$ cat config.mk
export PLATFORM = sky130hd
export DESIGN_NAME = digit_buffer_tx_flat
export DESIGN_NICKNAME = d
export VERILOG_FILES = /design/src/rtl/digit_buffer_tx_pkg.sv /design/src/rtl/digit_buffer_tx_if.sv /design/src/rtl/digit_buffer_tx.sv /design/src/flat_wrapper.sv
export SDC_FILE = /design/constraint.sdc
export NUM_CORES = 1
export LEC_CHECK = 0
export BUFFER_PORTS_ARGS = -buffer_cell sky130_fd_sc_hd__buf_2
export CORE_UTILIZATION = 45
export CTS_BUF_LIST = sky130_fd_sc_hd__clkbuf_8
export DETAILED_ROUTE_END_ITERATION = 6
export HOLD_SLACK_MARGIN = 0.03
export PLACE_DENSITY = 0.74
export SYNTH_ARGS = -nofsm -noshare
export SYNTH_HDL_FRONTEND = slang
export SYNTH_SLANG_ARGS = --single-unit
export TNS_END_PERCENT = 20
$ cat constraint.sdc
create_clock -name clk -period 3.24 [get_ports clk]
set_input_delay 0.648 -clock clk [delete_from_list [all_inputs] [get_ports clk]]
set_output_delay 0.648 -clock clk [all_outputs]
set_load 0.05 [all_outputs]
$ cat src/rtl/digit_buffer_tx_pkg.sv
// rtl/digit_buffer_tx_pkg.sv - shared constants, state type and ASCII helper for digit_buffer_tx
package digit_buffer_tx_pkg;

    localparam logic [7:0] ASCII_CR = 8'h0D;
    localparam logic [7:0] ASCII_LF = 8'h0A;

    typedef enum logic [2:0] {
        IDLE,
        LOAD,
        SEND,
        TERM_CR,
        TERM_LF,
        DONE
    } dtx_state_t;

    // Map a nibble to its uppercase ASCII hex character ('0'-'9', 'A'-'F').
    function automatic logic [7:0] nibble_to_ascii(input logic [3:0] nib);
        if (nib < 4'd10) begin
            return 8'h30 + {4'h0, nib};
        end
        return 8'h37 + {4'h0, nib};
    endfunction

endpackage

$ cat src/rtl/digit_buffer_tx_if.sv
// rtl/digit_buffer_tx_if.sv - byte handshake between digit_buffer_tx and uart_tx
interface digit_buffer_tx_if;

    logic [7:0] tx_data;
    logic       tx_valid;
    logic       tx_ready;

    modport master (
        output tx_data,
        output tx_valid,
        input  tx_ready
    );

    modport slave (
        input  tx_data,
        input  tx_valid,
        output tx_ready
    );

endinterface

$ cat src/rtl/digit_buffer_tx.sv
// rtl/digit_buffer_tx.sv - snapshot the display buffer and stream it as one line; DIGIT_TX_HEX_EN selects ASCII hex output
module digit_buffer_tx
    import digit_buffer_tx_pkg::*;
#(
    parameter int N_DIGITS       = 8,
    parameter bit SEND_CRLF      = 1'b1,
    parameter int TIMEOUT_CYCLES = 1_000_000
) (
    input  logic                  clk,
    input  logic                  rstn,
    input  logic                  start,
    input  logic [8*N_DIGITS-1:0] digits,
    digit_buffer_tx_if.master     tx,
    output logic                  busy,
    output logic                  done,
    output logic                  timeout_err
);

    localparam int IDX_W = $clog2(N_DIGITS) + 1;
    localparam int SEL_W = (N_DIGITS > 1) ? $clog2(N_DIGITS) : 1;
    localparam int TMO_W = (TIMEOUT_CYCLES > 0) ? $clog2(TIMEOUT_CYCLES + 1) : 1;
    localparam bit TMO_EN = (TIMEOUT_CYCLES > 0);
    localparam logic [IDX_W-1:0] LAST_IDX  = IDX_W'(N_DIGITS - 1);
    localparam logic [TMO_W-1:0] TMO_LIMIT = (TIMEOUT_CYCLES > 0) ? TMO_W'(TIMEOUT_CYCLES - 1) : '0;

    dtx_state_t       state_q, state_d;
    logic [IDX_W-1:0] idx_q, idx_d;
    logic [TMO_W-1:0] tmo_q, tmo_d;
    logic [7:0]       snap_q [N_DIGITS];
    logic [7:0]       snap_d [N_DIGITS];
    logic             tmo_err_q, tmo_err_d;
`ifdef DIGIT_TX_HEX_EN
    logic             nib_q, nib_d;
`endif

    logic [7:0] cur_byte;
    logic [7:0] data_c;
    logic       valid_c;
    logic       xfer;
    logic       stall;

    // Next-state, datapath and handshake/timeout decisions for the frame sequencer.
    always_comb begin
        state_d   = state_q;
        idx_d     = idx_q;
        tmo_d     = tmo_q;
        snap_d    = snap_q;
        tmo_err_d = 1'b0;
        valid_c   = 1'b0;
        data_c    = '0;
`ifdef DIGIT_TX_HEX_EN
        nib_d     = nib_q;
`endif
        cur_byte  = snap_q[idx_q[SEL_W-1:0]];

        case (state_q)
            IDLE: begin
                if (start) begin
                    state_d = LOAD;
                end
            end
            LOAD: begin
                for (int i = 0; i < N_DIGITS; i++) begin
                    snap_d[i] = digits[8*i +: 8];
                end
                idx_d   = '0;
                tmo_d   = '0;
`ifdef DIGIT_TX_HEX_EN
                nib_d   = 1'b0;
`endif
                state_d = SEND;
            end
            SEND: begin
                valid_c = 1'b1;
`ifdef DIGIT_TX_HEX_EN
                data_c  = nib_q ? nibble_to_ascii(cur_byte[3:0]) : nibble_to_ascii(cur_byte[7:4]);
`else
                data_c  = cur_byte;
`endif
            end
            TERM_CR: begin
                valid_c = 1'b1;
                data_c  = ASCII_CR;
            end
            TERM_LF: begin
                valid_c = 1'b1;
                data_c  = ASCII_LF;
            end
            DONE: begin
                state_d = IDLE;
            end
            default: begin
                state_d = IDLE;
            end
        endcase

        xfer  = valid_c & tx.tx_ready;
        stall = valid_c & ~tx.tx_ready;

        if (xfer) begin
            tmo_d = '0;
            case (state_q)
                SEND: begin
`ifdef DIGIT_TX_HEX_EN
                    if (!nib_q) begin
                        nib_d = 1'b1;
                    end else begin
                        nib_d = 1'b0;
                        idx_d = idx_q + 1'b1;
                        if (idx_q == LAST_IDX) begin
                            if (SEND_CRLF) state_d = TERM_CR;
                            else           state_d = DONE;
                        end
                    end
`else
                    idx_d = idx_q + 1'b1;
                    if (idx_q == LAST_IDX) begin
                        if (SEND_CRLF) state_d = TERM_CR;
                        else           state_d = DONE;
                    end
`endif
                end
                TERM_CR: state_d = TERM_LF;
                TERM_LF: state_d = DONE;
                default: ;
            endcase
        end else if (stall && TMO_EN) begin
            // The receiver stalled for the whole budget: abandon the frame.
            if (tmo_q == TMO_LIMIT) begin
                tmo_err_d = 1'b1;
                tmo_d     = '0;
                state_d   = IDLE;
            end else begin
                tmo_d = tmo_q + 1'b1;
            end
        end
    end

    // State, snapshot and counter registers.
    always_ff @(posedge clk or negedge rstn) begin
        if (!rstn) begin
            state_q   <= IDLE;
            idx_q     <= '0;
            tmo_q     <= '0;
            tmo_err_q <= 1'b0;
            for (int i = 0; i < N_DIGITS; i++) begin
                snap_q[i] <= '0;
            end
`ifdef DIGIT_TX_HEX_EN
            nib_q     <= 1'b0;
`endif
        end else begin
            state_q   <= state_d;
            idx_q     <= idx_d;
            tmo_q     <= tmo_d;
            tmo_err_q <= tmo_err_d;
            snap_q    <= snap_d;
`ifdef DIGIT_TX_HEX_EN
            nib_q     <= nib_d;
`endif
        end
    end

    assign tx.tx_valid = valid_c;
    assign tx.tx_data  = data_c;
    assign busy        = (state_q != IDLE);
    assign done        = (state_q == DONE);
    assign timeout_err = tmo_err_q;

endmodule

$ cat src/flat_wrapper.sv
// flat-port wrapper written by rule: the top's interface ports become plain ports
module digit_buffer_tx_flat import digit_buffer_tx_pkg::*;
#(
    parameter int N_DIGITS       = 8,
    parameter bit SEND_CRLF      = 1'b1,
    parameter int TIMEOUT_CYCLES = 1_000_000
)
  (clk, rstn, start, digits, busy, done, timeout_err, tx_tx_data, tx_tx_valid, tx_tx_ready);
  digit_buffer_tx_if tx_i ();
  input  logic clk;
  input  logic rstn;
  input  logic start;
  input  logic [8*N_DIGITS-1:0] digits;
  output logic busy;
  output logic done;
  output logic timeout_err;
  output wire logic [$bits(tx_i.tx_data)-1:0] tx_tx_data;
  output wire logic [$bits(tx_i.tx_valid)-1:0] tx_tx_valid;
  input wire logic [$bits(tx_i.tx_ready)-1:0] tx_tx_ready;
  assign tx_tx_data = tx_i.tx_data;
  assign tx_tx_valid = tx_i.tx_valid;
  assign tx_i.tx_ready = tx_tx_ready;
  digit_buffer_tx #(.N_DIGITS(N_DIGITS), .SEND_CRLF(SEND_CRLF), .TIMEOUT_CYCLES(TIMEOUT_CYCLES)) u_core (.clk(clk), .rstn(rstn), .start(start), .digits(digits), .tx(tx_i), .busy(busy), .done(done), .timeout_err(timeout_err));
endmodule
==> summary.md, run 1 <==
| Metric | Value |
|---|---|
| Synthesized area per cell | between 9 and 10 µm² |
| Slew Viols, Final | 0 |
| Post-Layout Inst Area | 5161 µm² |
| # H-tree levels | 3 |
| Commonest non-fill, non-tap cell in the layout | nand2_1 |
| Leakage power | 2.548 nW |
| Flop and latch count out of synthesis | 92 |
| CP Max Fanout | 9 |
| Ys async rst share | 1.000 |
| TNS Setup | 0 ns |
| Count of cell types in the netlist | 50 |
| Outcome | complete, no violations |
| Most frequent cells in the layout | 208 x nand2_1, 92 x dfrtp_1, 78 x buf_2, 26 x nor2_1, 16 x mux4_2 |
| Warnings from Yosys | 0 |
| Setup ws final | 0.2325 ns |
| DRC | 0 |
| RSZ-0062 raised after global routing | false |
| Synth Flop Type | dfrtp_1 |
| Minimum clock period | 3.007 ns |
| Crit path kind | reg -> out |
| EDFF count, synth | 0 |
| Pre-CTS setup slack | a little over 0.6 ns |
| Vias in the first global route | 3635 |
| Final Cycle Share | 0.9282 |
| Max cap viols | 0 |
| Initial antenna violation count | 0 |
| Layout fillers | 932 |
| Diodes inserted | 0 |
| VDD IR-drop max | approximately 0.57 mV |
| Layout area overhead | 15.29% |
| Crit path largest cell delay | 0.61 ns |
| TritonCTS clock tree | built |
| Post-DR vias/cell | approximately 5.2 |
| Pin count of the biggest net entering global routing | 61 |
| Starting Density | 0.4601 |
| Buf/Inv on CP | 3 |
| Worst skew pair latency | about 0.36 ns |
| ANT nets after route | 0 |
| Most used cell, CP | buf_4 |
| Root buf cell | clkbuf_8 |
| Worst hold path class | in -> async |
| Placeable core region | 9729 µm² |
| Crit end category | primary output |
| Initial DRC Count | approximately 140 |
| Slew @ Worst Pin | 0.8006 ns |
| Share of cells above drive strength 1 | 0.2349 |
| CP Capture Point | tx_tx_data[4] |
| Slowest CP cell | dfrtp_1 |
| Drt pass-1 iters | 6 |
| Post-CTS Setup Repair Bufs | 0 |
| Cell family with most CP delay | multiplexers |
| Placed instance count | 679 |
| Relative slew margins | 0.4663 |
| Final RePlAce weighted congestion | around 0.86 |
| I/O Buffers | 79 |
| Top-level port count | 80 |
| Layout Cells excl Fill | 695 |
| Hold_buf cts | 0 |
| Maximum clock rate | around 0.33 GHz |
| Max Clock Skew | about 0.014 ns |
| Die area | between 10000 and 15000 µm² |
| GRT Total Usage | 0.2144 |
| Rows | 36 |
| Post-layout util | 0.5305 |
| Syn nets | 557 |
| Routed len/inst | 14.53 µm |
| Hpwl dp | 7.248 mm |
| Synthesized area | 4477 µm² |
| Synth Instances | 487 |
| First-pass GRT wire length | 16.82 mm |
| Num Clock Sinks | 92 |
| R2r worst-path depth | 6 |
| PD cells | 915.9 nW/µm² |
| Routed wire length | 10.10 mm |
| Resize count post-CTS | 0 |
| Gr ovfl total | 0 |
| Final setup vio count | 0 |
| Cell Area, Placed | 4987 µm² |
| Worst R2R End | u_core.tmo_q[11] |
| Sequential-to-total area share from yosys stat | 0.5143 |
| Cell Chain, Critical Path | buf_4 -> buf_4 -> mux4_2 -> mux2i_1 -> nor2_1 -> buf_2 |
| Final hold violations | 0 |
| Die W | 101.7 µm |
| Fin nets | 627 |
| CP Launch Type | flip-flop |
| Crit path depth | 6 |
| CTS clk-pin slew, worst paths | 0.10 ns |
| Reg-to-Reg Start | u_core.tmo_q[0] |
| Flop-to-flop setup slack | 0.93 ns |
| Die height | 101.7 µm |
| Total CTS buffers | 9 |
| Worst endpoint data arrival time | 2.36 ns |
| Worst path required time | 2.59 ns |
| Via Count | between 3000 and 4000 |
| Max Buffers Root-to-Sink | 2 |
| CP Launch Point | u_core.idx_q[0] |
[per-stage QoR]
step | power, mW | hold slack (ns)
floorplan | 3.498 | 0.3524
global placement | 3.964 | 0.4555
detailed placement | 4.041 | 0.4618
CTS | 4.753 | 0.2851
global route | 5.077 | 0.3015
finish | 4.727 | 0.2648
[synth_stat cells (2+ instances only)]
cell        n  area (µm²)
a211oi_1    3       22.52
a21oi_1     9       45.04
a22o_1      2       17.52
a31oi_1     6       37.54
a41oi_1     2       17.52
and2_1      3       18.77
and3_1      3       18.77
buf_1       3       11.26
buf_2       2       10.01
clkbuf_1   18       67.56
dfrtp_1    92        2302
ha_1        2       25.02
inv_1       5       18.77
mux2i_1     6       60.06
mux4_2     16       360.4
nand2_1   208       780.8
nand2b_1    3       18.77
nand3_1    13       65.06
nand4_1     4       25.02
nor2_1     26       97.59
nor2b_1     6       37.54
nor4_1      3       18.77
o21ai_0    11       55.05
o21ai_2     2       17.52
o22ai_1     2       12.51
o31ai_1     2       15.01
or2_2       2       12.51
or3_1       6       37.54
or3_2       2       15.01
xnor2_1     2       17.52
xor2_1      4       35.03
[registers in the layout (all words and copies together) (netlist names)]
signal and count:
u_core.snap_q 64, u_core.timeout_err 1, u_core.tmo_q 20, u_core.state_q 3, u_core.idx_q 4
[per-layer routing]
metal	track usage	vias to the layer above	routed length [µm]
met1	0.2615	1741	4372
li1	-	1758	-
met5	0	-	0
met2	0.3763	99	5084
met3	0.02761	26	345
met4	0.1037	0	296
[how the worst min path moves through the flow]
stage | start | to | slack [ns] | depth (start not counted)
final | rstn | u_core.idx_q[0] | 0.26 | 1
after global routing | rstn | u_core.tmo_q[11] | 0.30 | 1
after CTS | rstn | u_core.idx_q[0] | 0.29 | 1
after detailed placement | u_core.snap_q[17] | u_core.snap_q[17] | 0.46 | 2
after global placement | u_core.snap_q[0] | u_core.snap_q[0] | 0.46 | 2
after floorplan | rstn | u_core.idx_q[0] | 0.35 | 0
[report_power, final]
part	total (mW)	switching [mW]	internal (mW)	leakage, nW
Combinational	2.06	1.27	0.783	1.29
Clock	0.710	0.427	0.283	0.0878
Sequential	1.96	0.365	1.60	1.17
[final cells by class]
| class | instances | area [µm²] | share of cell area |
|---|---|---|---|
| well taps | 133 | 166.4 | 0.03224 |
| inverters | 5 | 18.77 | 0.003636 |
| clock inverters | 7 | 50.05 | 0.009697 |
| flip-flops and latches | 92 | 2302 | 0.4461 |
| repair buffers | 86 | 462.9 | 0.08970 |
| clock buffers | 9 | 123.9 | 0.02400 |
| multi-input cells | 363 | 2037 | 0.3947 |
[logic make-up (layout without fill, tap and decap cells)]
| logic type | Yosys count | after routing | share of synthesized area |
|---|---|---|---|
| buf+inv | 32 | 107 | 0.03298 |
| simple gates | 287 | 287 | 0.2728 |
| fa+ha+maj | 2 | 2 | 0.005589 |
| mux | 22 | 22 | 0.09391 |
| flops | 92 | 92 | 0.5143 |
| xor+xnor | 6 | 6 | 0.01174 |
| compound gates | 46 | 46 | 0.06876 |
No activity file was read; power rests on OpenSTA's default activity.
==> run 2, diff against run 1 <==
--- a/config.mk
+++ b/config.mk
@@ -5,12 +5,15 @@
 export SDC_FILE = /design/constraint.sdc
 export NUM_CORES = 1
 export LEC_CHECK = 0
+export ABC_CLOCK_PERIOD_IN_PS = 3240
 export BUFFER_PORTS_ARGS = -buffer_cell sky130_fd_sc_hd__buf_2
+export CELL_PAD_IN_SITES_DETAIL_PLACEMENT = 0
+export CELL_PAD_IN_SITES_GLOBAL_PLACEMENT = 1
 export CORE_UTILIZATION = 45
 export CTS_BUF_LIST = sky130_fd_sc_hd__clkbuf_8
 export DETAILED_ROUTE_END_ITERATION = 6
 export HOLD_SLACK_MARGIN = 0.03
-export PLACE_DENSITY = 0.74
+export PLACE_DENSITY = 0.91
 export SYNTH_ARGS = -nofsm -noshare
 export SYNTH_HDL_FRONTEND = slang
 export SYNTH_SLANG_ARGS = --single-unit
==> run 2 against run 1 <==
Combinational power about the same. Core utilization increased by 0.63 points. Worst setup slack improved by 0.017 ns. Cell area increased by 1.2%. Fmax increased by 0.56%. Non-clock buffer count unchanged. Clock-buffer cell count unchanged. Worst hold slack improved by 0.069 ns. Largest power group unchanged. Wire length increased by 2.0%. Highest routed layer unchanged.
==> summary.md, run 2 (same netlist as run 1, synthesis figures left out) <==
| Metric | Value |
|---|---|
| Top Usage Layer GRT | met2 (unchanged) |
| Placeable core region | 9729 µm² (unchanged) |
| GR Util met2 | 0.3706 (was 0.3763) |
| Area of the multi-input gates | 2037 µm² (unchanged) |
| Die W | 101.7 µm (unchanged) |
| Slew @ Worst Pin | 0.7651 ns (was 0.8006 ns) |
| Share of cells above drive strength 1 | 0.2367 (was 0.2349) |
| TritonCTS clock tree | built (unchanged) |
| Commonest non-fill, non-tap cell in the layout | nand2_1 (unchanged) |
| Most used cell, CP | buf_4 (unchanged) |
| Max reg flops | 64 (unchanged) |
| Biggest regs | u_core.snap_q (64), u_core.tmo_q (20), u_core.idx_q (4) (unchanged) |
| Gr ovfl total | 0 (unchanged) |
| Layout area overhead | 16.66% (was 15.29%) |
| Minimum clock period | 2.991 ns (was 3.007 ns) |
| Clock share of power | 0.177 (was 0.150) |
| Combinational share of power | 0.424 (was 0.435) |
| Num Clock Sinks | 92 (unchanged) |
| Hold Slack | 0.3342 ns (was 0.2648 ns) |
| Starting Density | 0.4601 (unchanged) |
| Register share of total power | 0.400 (was 0.415) |
| Hold_buf cts | 0 (unchanged) |
| VDD IR-drop max | 0.5866 mV (was 0.5696 mV) |
| Final Cycle Share | 0.9230 (was 0.9282) |
| Pin count of the biggest net entering global routing | 59 (was 61) |
| Top-level port count | 80 (unchanged) |
| GR Util met3 | 0.04831 (was 0.02761) |
| Final RePlAce weighted congestion | 0.8108 (was 0.8581) |
| GRT Total Usage | 0.2210 (was 0.2144) |
| Rows | 36 (unchanged) |
| Net switching power | 2.053 mW (was 2.066 mW) |
| Routed len/inst | 14.82 µm (was 14.53 µm) |
| Cell family with most CP delay | buffers and inverters (was multiplexers) |
| Final setup vio count | 0 (unchanged) |
| Post-DR vias/cell | 5.104 (was 5.214) |
| Worst hold path class | in -> async (unchanged) |
| Worst path required time | 2.59 ns (about the same) |
| Post-CTS Setup Repair Bufs | 0 (unchanged) |
| Most frequent cells in the layout | 208 x nand2_1, 92 x dfrtp_1, 78 x buf_2, 26 x nor2_1, 16 x mux4_2 (unchanged) |
| Placed instance count | 679 (unchanged) |
| Via Count | 3547 (was 3624) |
| Diodes inserted | 0 (unchanged) |
| Storage cell area | 2302 µm² (unchanged) |
| Post-layout util | 0.5368 (was 0.5305) |
| Resize count post-CTS | 0 (unchanged) |
| Layout Cells excl Fill | 695 (unchanged) |
| Outcome | complete, no violations (unchanged) |
| CP Launch Type | flip-flop (unchanged) |
| ANT nets after route | 0 (unchanged) |
| Die height | 101.7 µm (unchanged) |
| Relative slew margins | 0.4899 (was 0.4663) |
| Final hold violations | 0 (unchanged) |
| Largest register by flop count | u_core.snap_q (unchanged) |
| Worst skew pair latency | 0.36 ns (about the same) |
| CTS clk-pin slew, worst paths | 0.09 ns (was 0.10 ns) |
| Maximum clock rate | 0.3344 GHz (was 0.3325 GHz) |
| Max Buffers Root-to-Sink | 2 (unchanged) |
| Slew Viols, Final | 0 (unchanged) |
| Die area | 10350 µm² (unchanged) |
| DRC | 0 (unchanged) |
| Design Power | 4.886 mW (was 4.727 mW) |
| Buf/Inv on CP | 3 (unchanged) |
| Internal power | 2.832 mW (was 2.662 mW) |
| PD cells | 935.5 nW/µm² (was 915.9 nW/µm²) |
| TNS Setup | 0 ns (unchanged) |
| Crit end category | primary output (unchanged) |
| Cell Chain, Critical Path | buf_4 -> buf_4 -> mux4_2 -> mux2i_1 -> nor2_1 -> buf_2 (unchanged) |
| Crit path kind | reg -> out (unchanged) |
| RSZ-0062 raised after global routing | false (unchanged) |
| First-pass GRT wire length | 17.10 mm (was 16.82 mm) |
| Crit path largest cell delay | 0.59 ns (was 0.61 ns) |
| Slowest CP cell | dfrtp_1 (unchanged) |
| Total CTS buffers | 9 (unchanged) |
| Leakage power | 2.574 nW (was 2.548 nW) |
| Layout fillers | 956 (was 932) |
| I/O Buffers | 79 (unchanged) |
| Initial DRC Count | 127 (was 138) |
| Initial antenna violation count | 0 (unchanged) |
| Switching share of power | 0.4203 (was 0.4369) |
| Fin nets | 627 (unchanged) |
| Routed wire length | 10.30 mm (was 10.10 mm) |
| Drt pass-1 iters | 4 (was 6) |
| Hpwl dp | 7.518 mm (was 7.248 mm) |
| Max cap viols | 0 (unchanged) |
| # H-tree levels | 3 (unchanged) |
| Worst endpoint data arrival time | 2.34 ns (was 2.36 ns) |
| Root buf cell | clkbuf_8 (unchanged) |
| CP Max Fanout | 8 (was 9) |
| Max Clock Skew | 0.007452 ns (was 0.01367 ns) |
| Met1 usage | 0.2829 (was 0.2615) |
| Vias in the first global route | 3573 (was 3635) |
==> run 2: final cells by class <==
class                   instances  area share
well taps                     133     0.03186
repair buffers                 86     0.09104
multi-input cells             363      0.3900
flip-flops and latches         92      0.4408
clock inverters                 7     0.01893
clock buffers                   9     0.02372
inverters                       5    0.003594
==> run 2: worst register-to-register path, cell delays in order, from the launching register on <==
cell	delay (ns)
dfrtp_1	0.41
ha_1	0.22
nand3_2	0.16
or3_4	0.42
o21a_1	0.45
and3_1	0.29
a221o_1	0.25
==> run 2: final timing paths <==
| kind | startpoint | endpoint | slack, ns | depth (start not counted) |
|---|---|---|---|---|
| min in group clk | digits[60] | u_core.snap_q[4] | 0.47 | 3 |
| min reg2reg | u_core.snap_q[35] | u_core.snap_q[35] | 0.48 | 2 |
| max in group asynchronous | rstn | u_core.snap_q[20] | 2.26 | 2 |
| max reg2reg | u_core.tmo_q[0] | u_core.tmo_q[11] | 0.93 | 6 |
| min | rstn | u_core.snap_q[55] | 0.33 | 1 |
| max | u_core.idx_q[0] | tx_tx_data[6] | 0.25 | 6 |
==> run 2: per-stage QoR <==
step                worst slack (ns)  instance area [µm²]
floorplan                     0.4107                 4477
global placement              0.6485                 5000
detailed placement            0.6204                 5000
CTS                           0.1966                 5223
global route                 0.04601                 5223
finish                        0.2493                 5223
==> run 2: power groups by stage <==
stage	combinational (mW)	sequential (mW)	clock [mW]
after floorplan	1.72	1.78	0
after global placement	2.03	1.96	0
after detailed placement	2.08	1.98	0
after CTS	2.09	1.96	0.880
after global routing	2.31	2.00	0.939
final	2.07	1.95	0.863
==> run 2: routing by layer <==
metal	part of all wire	routed length, µm
met5	0	0
met1	0.43	4434
met2	0.50	5176
met4	0.016	161
met3	0.052	532
==> run 3, diff against run 2 <==
--- a/config.mk
+++ b/config.mk
@@ -6,7 +6,7 @@
 export NUM_CORES = 1
 export LEC_CHECK = 0
 export ABC_CLOCK_PERIOD_IN_PS = 3240
-export BUFFER_PORTS_ARGS = -buffer_cell sky130_fd_sc_hd__buf_2
+export BUFFER_PORTS_ARGS = -buffer_cell sky130_fd_sc_hd__clkbuf_2
 export CELL_PAD_IN_SITES_DETAIL_PLACEMENT = 0
 export CELL_PAD_IN_SITES_GLOBAL_PLACEMENT = 1
 export CORE_UTILIZATION = 45
==> run 3 against run 2 <==
Fmax decreased by 1.5%. Power decreased by 0.58%. Clock-buffer cell count increased by 1. Worst setup slack got worse by 0.046 ns. First-iteration DRC count increased by 32%. Cell area decreased by 0.19%. Critical path type unchanged. Core utilization decreased by 0.10 points.
==> summary.md, run 3 (same netlist as run 1, synthesis figures left out) <==
| Metric | Value |
|---|---|
| Outcome | complete, no violations (unchanged) |
| Worst endpoint data arrival time | 2.39 ns (was 2.34 ns) |
| Hpwl dp | 7.228 mm (was 7.518 mm) |
| Root buf cell | clkbuf_8 (unchanged) |
| Resize count post-CTS | 0 (unchanged) |
| Final setup vio count | 0 (unchanged) |
| Setup ws final | 0.2036 ns (was 0.2493 ns) |
| RSZ-0062 raised after global routing | false (unchanged) |
| Post-layout util | 0.5358 (was 0.5368) |
| Relative slew margins | 0.5377 (was 0.4899) |
| Initial antenna violation count | 0 (unchanged) |
| Max Clock Skew | 0.01124 ns (was 0.007452 ns) |
| Fin nets | 628 (was 627) |
| Worst hold path class | in -> async (unchanged) |
| Top-level port count | 80 (unchanged) |
| Pre-CTS setup slack | 0.5535 ns (was 0.6204 ns) |
| Leakage power | 2.588 nW (was 2.574 nW) |
| TNS Setup | 0 ns (unchanged) |
| DRC | 0 (unchanged) |
| Hold_buf cts | 0 (unchanged) |
| Max Buffers Root-to-Sink | 2 (unchanged) |
| CP Launch Type | flip-flop (unchanged) |
| Share of cells above drive strength 1 | 0.2345 (was 0.2367) |
| CP Max Fanout | 11 (was 8) |
| Worst skew pair latency | 0.36 ns (about the same) |
| Crit end category | primary output (unchanged) |
| Die height | 101.7 µm (unchanged) |
| Biggest regs | u_core.snap_q (64), u_core.tmo_q (20), u_core.idx_q (4) (unchanged) |
| Slew Viols, Final | 0 (unchanged) |
| TritonCTS clock tree | built (unchanged) |
| Routed wire length | 9.909 mm (was 10.30 mm) |
| Placeable core region | 9729 µm² (unchanged) |
| Max cap viols | 0 (unchanged) |
| Layout area overhead | 16.43% (was 16.66%) |
| Final RePlAce weighted congestion | 0.8429 (was 0.8108) |
| Most frequent cells in the layout | 208 x nand2_1, 92 x dfrtp_1, 78 x clkbuf_2, 26 x nor2_1, 16 x mux4_2 (was 208 x nand2_1, 92 x dfrtp_1, 78 x buf_2, 26 x nor2_1, 16 x mux4_2) |
| Worst path required time | 2.59 ns (about the same) |
| Pin count of the biggest net entering global routing | 43 (was 59) |
| Initial DRC Count | 168 (was 127) |
| Gr ovfl total | 0 (unchanged) |
| Die W | 101.7 µm (unchanged) |
| Via Count | 3580 (was 3547) |
| Post-DR vias/cell | 5.144 (was 5.104) |
| Slew @ Worst Pin | 0.6934 ns (was 0.7651 ns) |
| I/O Buffers | 79 (unchanged) |
| Starting Density | 0.4601 (unchanged) |
| Layout fillers | 969 (was 956) |
| Routed len/inst | 14.24 µm (was 14.82 µm) |
| CTS clk-pin slew, worst paths | 0.09 ns (about the same) |
| GRT Total Usage | 0.2125 (was 0.2210) |
| PD cells | 931.9 nW/µm² (was 935.5 nW/µm²) |
| Crit path kind | reg -> out (unchanged) |
| Vias in the first global route | 3560 (was 3573) |
| ANT nets after route | 0 (unchanged) |
| Total CTS buffers | 9 (unchanged) |
| Final Cycle Share | 0.9372 (was 0.9230) |
| Commonest non-fill, non-tap cell in the layout | nand2_1 (unchanged) |
| # H-tree levels | 3 (unchanged) |
| Drt pass-1 iters | 4 (unchanged) |
| Rows | 36 (unchanged) |
| Maximum clock rate | 0.3293 GHz (was 0.3344 GHz) |
| Diodes inserted | 0 (unchanged) |
| Minimum clock period | 3.036 ns (was 2.991 ns) |
| Die area | 10350 µm² (unchanged) |
| Max reg flops | 64 (unchanged) |
| Num Clock Sinks | 92 (unchanged) |
| VDD IR-drop max | 0.6885 mV (was 0.5866 mV) |
| Final hold violations | 0 (unchanged) |
| Largest register by flop count | u_core.snap_q (unchanged) |
| First-pass GRT wire length | 16.62 mm (was 17.10 mm) |
| Post-CTS Setup Repair Bufs | 0 (unchanged) |
[run 3: cell type report]
type	instances	area, µm²	area share
Sequential cell	92	2302	0.4417
Multi-Input combinational cell	363	2037	0.3908
Timing Repair Buffer	87	470.5	0.09025
Tap cell	133	166.4	0.03193
Clock buffer	10	137.6	0.02640
Clock inverter	6	80.08	0.01536
Inverter	5	18.77	0.003601
[run 3: final timing paths]
path                                     endpoint  depth (start not counted)         startpoint  slack (ns)
worst max-delay path                tx_tx_data[4]                          6    u_core.idx_q[0]        0.20
worst min-delay path            u_core.snap_q[31]                          1               rstn        0.27
worst max register to register   u_core.tmo_q[11]                          6    u_core.tmo_q[0]        0.92
worst min register to register  u_core.snap_q[16]                          2  u_core.snap_q[16]        0.48
max in group asynchronous       u_core.snap_q[46]                          2               rstn        2.24
min in group clk                 u_core.snap_q[6]                          3         digits[62]        0.47
[run 3: critical path, cell delays in order (launching register included)]
cell      delay [ns]
dfrtp_1         0.64
buf_4           0.25
buf_4           0.18
mux4_2          0.51
mux2i_1         0.14
nor2_1          0.07
clkbuf_2        0.24
[run 3: metal layers]
layer	GRT usage	routed length (µm)	vias up	part of all wire
met2	0.3425	4894	87	0.49
met5	0	0	-	0
met3	0.03313	434	19	0.044
li1	-	-	1760	-
met4	0.1003	274	0	0.028
met1	0.2828	4306	1714	0.43
[run 3: where the power goes]
group | switching (mW) | internal, mW
sequential | 0.354 | 1.60
combinational | 1.27 | 0.794
clock | 0.395 | 0.449
[run 3: stage by stage]
stage | hold WS [ns] | area [µm²] | total power [mW] | instances
floorplan | 0.3524 | 4477 | 3.498 | 487
global placement | 0.4552 | 4995 | 3.982 | 680
detailed placement | 0.4621 | 4995 | 4.043 | 680
CTS | 0.2773 | 5213 | 4.897 | 696
global route | 0.2999 | 5213 | 5.217 | 696
finish | 0.2671 | 5213 | 4.857 | 696
